[src/rtl/commu_m_fxm_pkg.sv]
// Shared types and constants for the fx register bus master.
package commu_m_fxm_pkg;

  localparam int unsigned FX_AW     = 16;
  localparam int unsigned FX_DW     = 8;
  localparam int unsigned FX_ID_LSB = 8;
  localparam int unsigned FX_ID_MSB = 13;

  typedef enum logic [2:0] {
    IDLE,
    WR,
    RD_ISSUE,
    RD_WAIT,
    RD_RESP
  } fxm_state_e;

  // Advance to the next beat address: only the low byte moves (wrapping), the module page is held.
  function automatic logic [FX_AW-1:0] fx_next_addr(input logic [FX_AW-1:0] a);
    return {a[FX_AW-1:FX_ID_MSB+1], a[FX_ID_MSB:FX_ID_LSB],
            a[FX_ID_LSB-1:0] + FX_ID_LSB'(1)};
  endfunction

endpackage

[src/rtl/commu_m_fxm_stat.sv]
// Saturating counters of issued fx write and read strobes (FXM_STAT_EN builds only).
module commu_m_fxm_stat (
  input  logic        clk_sys,
  input  logic        rst,
  input  logic        wr_strobe,
  input  logic        rd_strobe,
  output logic [15:0] wr_cnt,
  output logic [15:0] rd_cnt
);

  always_ff @(posedge clk_sys) begin
    if (rst) begin
      wr_cnt <= '0;
      rd_cnt <= '0;
    end else begin
      if (wr_strobe && (wr_cnt != '1)) wr_cnt <= wr_cnt + 16'd1;
      if (rd_strobe && (rd_cnt != '1)) rd_cnt <= rd_cnt + 16'd1;
    end
  end

endmodule

[src/rtl/commu_m_fxm.sv]
// fx register bus single-master initiator: write/read bursts with low-byte address increment.
// Define FXM_STAT_EN to add the stat_wr_cnt/stat_rd_cnt strobe counters.
module commu_m_fxm
  import commu_m_fxm_pkg::*;
#(
  parameter int unsigned RD_LAT = 1
) (
  input  logic             clk_sys,
  input  logic             rst,
  input  logic             cmd_vld,
  output logic             cmd_rdy,
  input  logic             cmd_wr,
  input  logic [FX_AW-1:0] cmd_addr,
  input  logic [7:0]       cmd_len,
  input  logic             wd_vld,
  output logic             wd_rdy,
  input  logic [FX_DW-1:0] wd_data,
  output logic             rsp_vld,
  input  logic             rsp_rdy,
  output logic [FX_DW-1:0] rsp_data,
  output logic             rsp_last,
  output logic             busy,
  output logic [FX_AW-1:0] fx_waddr,
  output logic             fx_wr,
  output logic [FX_DW-1:0] fx_data,
  output logic [FX_AW-1:0] fx_raddr,
  output logic             fx_rd,
  input  logic [FX_DW-1:0] fx_q
`ifdef FXM_STAT_EN
  ,
  output logic [15:0]      stat_wr_cnt,
  output logic [15:0]      stat_rd_cnt
`endif
);

  localparam logic [2:0] LAT_LAST = 3'(RD_LAT - 1);

  fxm_state_e       state, state_n;
  logic [FX_AW-1:0] addr, addr_n;
  logic [7:0]       len, len_n, beat, beat_n;
  logic [2:0]       lat, lat_n;
  logic             wr_done, wr_done_n;
  logic             wr_issue, rd_capture;

  always_comb begin
    state_n    = state;
    addr_n     = addr;
    len_n      = len;
    beat_n     = beat;
    lat_n      = lat;
    wr_done_n  = wr_done;
    wr_issue   = 1'b0;
    rd_capture = 1'b0;
    unique case (state)
      IDLE: begin
        if (cmd_vld && cmd_rdy) begin
          addr_n    = cmd_addr;
          len_n     = cmd_len;
          beat_n    = '0;
          wr_done_n = 1'b0;
          state_n   = cmd_wr ? WR : RD_ISSUE;
        end
      end
      // After the last beat WR lingers one cycle with wd_rdy low so busy covers the final strobe.
      WR: begin
        if (wr_done) begin
          state_n = IDLE;
        end else if (wd_vld) begin
          wr_issue  = 1'b1;
          addr_n    = fx_next_addr(addr);
          beat_n    = beat + 8'd1;
          wr_done_n = (beat == len);
        end
      end
      RD_ISSUE: begin
        lat_n   = '0;
        state_n = RD_WAIT;
      end
      RD_WAIT: begin
        if (lat == LAT_LAST) begin
          rd_capture = 1'b1;
          state_n    = RD_RESP;
        end else begin
          lat_n = lat + 3'd1;
        end
      end
      RD_RESP: begin
        if (rsp_rdy) begin
          if (beat == len) begin
            state_n = IDLE;
          end else begin
            addr_n  = fx_next_addr(addr);
            beat_n  = beat + 8'd1;
            state_n = RD_ISSUE;
          end
        end
      end
      default: state_n = IDLE;
    endcase
  end

  always_ff @(posedge clk_sys) begin
    if (rst) begin
      state    <= IDLE;
      addr     <= '0;
      len      <= '0;
      beat     <= '0;
      lat      <= '0;
      wr_done  <= 1'b0;
      cmd_rdy  <= 1'b0;
      fx_wr    <= 1'b0;
      fx_waddr <= '0;
      fx_data  <= '0;
      fx_rd    <= 1'b0;
      fx_raddr <= '0;
      rsp_data <= '0;
    end else begin
      state   <= state_n;
      addr    <= addr_n;
      len     <= len_n;
      beat    <= beat_n;
      lat     <= lat_n;
      wr_done <= wr_done_n;
      cmd_rdy <= (state_n == IDLE);
      fx_wr   <= wr_issue;
      if (wr_issue) begin
        fx_waddr <= addr;
        fx_data  <= wd_data;
      end
      fx_rd <= (state_n == RD_ISSUE);
      if (state_n == RD_ISSUE) fx_raddr <= addr_n;
      if (rd_capture) rsp_data <= fx_q;
    end
  end

  assign busy     = (state != IDLE);
  assign wd_rdy   = (state == WR) && !wr_done;
  assign rsp_vld  = (state == RD_RESP);
  assign rsp_last = rsp_vld && (beat == len);

`ifdef FXM_STAT_EN
  commu_m_fxm_stat u_stat (
    .clk_sys   (clk_sys),
    .rst       (rst),
    .wr_strobe (fx_wr),
    .rd_strobe (fx_rd),
    .wr_cnt    (stat_wr_cnt),
    .rd_cnt    (stat_rd_cnt)
  );
`endif

endmodule

[config.mk]
export PLATFORM = sky130hd
export DESIGN_NAME = commu_m_fxm
export DESIGN_NICKNAME = d
export VERILOG_FILES = /design/src/rtl/commu_m_fxm_pkg.sv /design/src/rtl/commu_m_fxm_stat.sv /design/src/rtl/commu_m_fxm.sv
export SDC_FILE = /design/constraint.sdc
export NUM_CORES = 1
export LEC_CHECK = 0
export CORE_MARGIN = 5
export CORE_UTILIZATION = 52
export CTS_CLUSTER_SIZE = 14
export DETAILED_ROUTE_END_ITERATION = 12
export GPL_TIMING_DRIVEN = 0
export HOLD_SLACK_MARGIN = 0.03
export PLACE_DENSITY_LB_ADDON = 0.12
export SYNTH_ARGS = -nofsm -noshare
export SYNTH_HDL_FRONTEND = slang
export SYNTH_SLANG_ARGS = --single-unit
[constraint.sdc]
create_clock -name clk_sys -period 2.69 [get_ports clk_sys]
set_input_delay 0.538 -clock clk_sys [delete_from_list [all_inputs] [get_ports clk_sys]]
set_output_delay 0.538 -clock clk_sys [all_outputs]
set_load 0.005 [all_outputs]
; ---- Word-level counts from Yosys, hierarchy flattened
; Index checks and enable logic that the tools add are counted.
[op_classes]
addsub = 3
n_eq_ne = 12
mux = 30
reduce_logical = 15
[op_table]
columns = operator, n
row1 = $mux W8, 9
row2 = $pmux W16 S3, 1
row3 = $pmux W8 S3, 1
row4 = $add A8 B1 Y8 const B, 2
row5 = $mux W16, 1
row6 = $mux W3, 5
row7 = $pmux W3 S5, 1
row8 = $ne A2 B2 Y1 const B, 5
row9 = $eq A3 B2 Y1 const B, 3
row10 = $logic_not A3 Y1, 3
row11 = $eq A8 B8 Y1, 1
row12 = $mux W1, 8
row13 = $pmux W3 S2, 1
row14 = $reduce_and A2 Y1, 3
row15 = $reduce_and A6 Y1, 1
row16 = $reduce_bool A3 Y1, 2
row17 = $mux W2, 2
row18 = $reduce_bool A2 Y1, 2
row19 = $add A3 B1 Y3 const B, 1
row20 = $eq A3 B1 Y1 const B, 1
row21 = $eq A3 B3 Y1 const B, 1
row22 = $logic_and A1 B1 Y1, 3
row23 = $ne A2 B1 Y1 const B, 1
row24 = $pmux W1 S2, 1
row25 = $logic_not A1 Y1, 1
[word_totals]
register_bits = 90
input_bits = 46
elab_cells = 73

; ---- Longest topological paths before layout
[logic_depth]
ltp_word = 5
ltp_mapped = 9

; ---- Worst setup path before layout
; Ideal clock, no wire load.
[synth_path]
path_type = input -> register
start = input port wd_vld
end = register beat[2]
t_arrival_ns = 1.732
required_ns = 2.631
path_slack_ns = 0.898
cell_stages = 6
cell_sequence = nor2b_1 > o211ai_4 > a21o_4 > buf_6 > or4_1 > nand2_1
[synth_between]
elab_chain_len = 2
[synth_lines]
columns = item, line_no
row1 = from (decl), commu_m_fxm.sv:15  ; input logic wd_vld,
row2 = $ne A2 B2 Y1 (no source line), --
row3 = $reduce_and A6 Y1 (no source line), --
row4 = to (signal assigned), commu_m_fxm.sv:121  ; beat <= beat_n;
row5 = to (decl), commu_m_fxm.sv:40  ; logic [7:0] len, len_n, beat, beat_n;
; No other way between the ends.
; A chain may end at the register's enable or synchronous reset.

; ---- Final worst setup path
[layout_path]
start = register beat[0]
end = output port rsp_last
[layout_between]
elab_chain_len = 2
[layout_lines]
columns = item, line_no
row1 = $eq A8 B8 Y1, commu_m_fxm.sv:139  ; assign rsp_last = rsp_vld && (beat == len);
row2 = $logic_and A1 B1 Y1, commu_m_fxm.sv:139
row3 = to (decl), commu_m_fxm.sv:21  ; output logic rsp_last,
; No other way between the ends.

==> metrics.md <==
| Metric | Value |
|---|---|
| Status | `complete, no violations` |
| Drt via density | `about 5.3` |
| Final net count | `about 600` |
| Layout Area Growth over Synthesis | `35.2%` |
| Antenna cells | `0` |
| Avg Cell Area, Syn | `between 8 and 9 sq um` |
| Overflow after GRT | `0` |
| Synthesized instance count | `about 440` |
| Fin. max-slew vios | `0` |
| Initial Util | `0.527` |
| Max_cap viols | `0` |
| Critical path fanouts, max | `5` |
| Total GRT Usage | `0.224` |
| Worst VDD drop | `0.347 mV` |
| Clock Tree Root | `clkbuf_8` |
| Synthesized flop and latch total | `90` |
| Max incr delay on CP | `0.55 ns` |
| Data arrival, critical path | `around 2 ns` |
| Post-synth top flop | `dfxtp_1` |
| Vias in the first global route | `between 3000 and 4000` |
| Synth Cell Area | `around 3800 sq um` |
| Largest family of logic cells by synthesized area | `simple AND/OR/NAND/NOR gates` |
| Worst-path clk slew | `0.09 ns` |
| Rel. slew slack | `0.589` |
| RSZ-0062 raised after global routing | `false` |
| # IOs | `roughly 100` |
| P_leak | `1.76 nW` |
| Final hold vios | `0` |
| Clk_skew | `slightly above 0.007 ns` |
| Minimum clock period | `between 2 and 3 ns` |
| Post-synth ARST share | `0` |
| WS Path Type | `flop to primary output` |
| TritonCTS clock tree | `yes` |
| Share of cells above drive strength 1 | `0.0782` |
| CP Cell Sequence | `xnor2_1 -> nand4_2 -> nor3_2 -> clkdlybuf4s50_1` |
| Pin count of the biggest net entering global routing | `16` |
| Post-synthesis mux area share | `0.0460` |
| Row Count | `31` |
| Synth Area in Simple Gates | `0.218` |
| Crit-path slowest cell | `clkdlybuf4s50_1` |
| Post-synth EDFFs | `0` |
| Antenna-violating nets left | `0` |
| Cells on worst reg2reg path | `9` |
| Most area-hungry cell type in the Yosys netlist | `dfxtp_1` |
| Post-synthesis cell type count | `57` |
| Post-Syn Nets | `around 490` |
| CP bufs+invs | `1` |
| Detailed Route WL | `approximately 10000 um` |
| PD cells | `between 500 and 600 nW/um^2` |
| Hold Slack | `between 0.4 and 0.5 ns` |
| Chip Width | `roughly 95 um` |
| Crit path launch type | `flop` |
| Area contributors post-synth | `dfxtp_1 48%, nand2_1 8.1%, a21oi_1 6.5%, nor2_1 5.5%, mux2i_1 4.2%` |
| WHS Path Cells | `2` |
| Slew @ Worst Pin | `between 0.6 and 0.7 ns` |
| CP Depth | `4` |
| Setup_tns | `0 ns` |
| Initial antenna violation count | `0` |
| First-pass DRT Iterations | `4` |
| Critical path's top delay family | `simple AND/OR/NAND/NOR gates` |
| IO Port Bufs | `100` |
| Worst Hold Class | `flop to flop` |
| Final period util | `0.954` |
| Post-DP HPWL | `7510 um` |
| Finished Core Util | `0.712` |
| # Post-CTS Setup Buffers | `0` |
| Adder-Cell Fraction of Synth Area | `0.0132` |
| Register area share after synthesis | `0.476` |
| Post-synth top area share | `0.476` |
| Chip Height | `95.3 um` |
| H-tree depth | `3` |
| Die area | `slightly above 9000 sq um` |
| GP Congestion | `a little under 0.9` |
| # clock sinks | `90` |
| XOR/XNOR Fraction of Synth Area | `0.0255` |
| Clock Tree Buf Depth | `2` |
| Fmax achieved | `between 300 and 400 MHz` |
| Critical path endpoint category | `primary output` |
| Wire per inst | `between 15 and 20 um` |
| Core ar. | `approximately 7200 sq um` |
| WP data required | `2.15 ns` |
| Worst-Skew Late Latency | `around 0.35 ns` |
| Via count | `roughly 3500` |
| Setup-failing EPs final | `0` |
| Ys Warns | `0` |
| Drc violations | `0` |
| Detailed Route Iter0 Violations | `between 150 and 200` |
| Compound-Gate Fraction of Synth Area | `0.181` |
| First-pass GRT wire length | `about 16000 um` |
| CTS Buf Count | `9` |
-- kinds of logic after synthesis --
family | after synthesis
AOI/OAI and AO/OA | 102
buffers and inverters | 33
adders and majority gates | 4
muxes | 17
xor gates and xnor gates | 11
DFF | 90
and+or+nand+nor | 178
-- worst register-to-register path: cells and delay by family (launching register included) --
family                 cells  cell delay [ns]
AO/OA/AOI/OAI              3             0.69
buffers and inverters      3             0.70
flip-flops                 1             0.32
AND/OR/NAND/NOR            3             0.37
-- layout by cell type (no fill, tap or decap), drive strengths merged, types with 2 or more instances in the layout --
cell and count:
clkdlybuf4s50 100, dfxtp 90, nand2 83, nor2 55
a21oi 50, clkbuf 25, a211oi 17, mux2i 17
buf 11, o21ai 11, xnor2 10, inv 8
nand3 6, o211ai 6, nand4 5, a22oi 4
or4 4, ha 4, nor2b 3, nand2b 3
and3 3, nor3 3, nor3b 3, a32oi 2
o31ai 2, clkinvlp 2, a21o 2, or4b 2
and2 2, a311oi 2
-- timing repair --
action                                  CTS  global route
endpoints found under the hold margin     0             0
gates resized for setup                   0             1
endpoints found under the setup margin    0             1
hold buffers                              0             0
-- power breakdown --
group / leakage (nW) / internal [mW] / switching, mW
combinational: 0.932 / 0.258 / 0.288
clock: 0.0950 / 0.455 / 0.478
sequential: 0.729 / 1.40 / 0.0490
-- through the flow --
step           total power [mW]  setup WS [ns]  cell area (sq um)  instances
6_report                   2.93          0.122               5110        649
5_1_grt                    3.06         0.0128               5110        649
4_1_cts                    2.93        0.00297               5110        649
3_5_place_dp               2.02          0.143               4910        634
3_3_place_gp               2.01          0.147               4910        634
2_1_floorplan              1.79          0.898               3780        435
-- final cells by class --
type	instances	area [sq um]
Clock inverter	5	62.6
Sequential cell	90	1800
Fill cell	572	2060
Inverter	7	26.3
Clock buffer	10	138
Tap cell	99	124
Timing Repair Buffer	100	1000
Buffer	26	126
Multi-Input combinational cell	312	1830
-- state kept, by name, indices dropped and copies added, names as in the netlist --
register and cells:
fx_waddr 16, len 8, fx_rd 1, cmd_rdy 1
fx_raddr 16, wr_done 1, fx_data 8, fx_wr 1
addr 16, beat 8, state 3, lat 3
rsp_data 8
-- cells in the mapped netlist (4+ instances only) --
master,count
dfxtp_1,90
nand2_1,82
nor2_1,55
a21oi_1,49
a211oi_1,17
mux2i_1,16
clkbuf_1,15
xnor2_1,10
buf_2,8
o21ai_0,7
inv_1,6
nand3_1,6
a22oi_1,4
ha_1,4
o211ai_1,4
or4_1,4
-- path summary, 6_finish.rpt --
check / from / end / slack (ns)
worst min-delay path: fx_data[0] / fx_data[0] / 0.46
worst max register to register: state[0] / fx_raddr[12] / 0.50
worst min register to register: fx_data[0] / fx_data[0] / 0.46
worst max-delay path: beat[0] / rsp_last / 0.12
-- metal layers --
layer / vias up / GRT usage / part of all wire
li1: 1730 / - / -
met1: 1613 / 0.273 / 0.43
met2: 111 / 0.378 / 0.48
met3: 8 / 0.0624 / 0.080
met4: 0 / 0.0769 / 0.011
met5: - / 0 / 0
(Power assumes the default switching activity.)
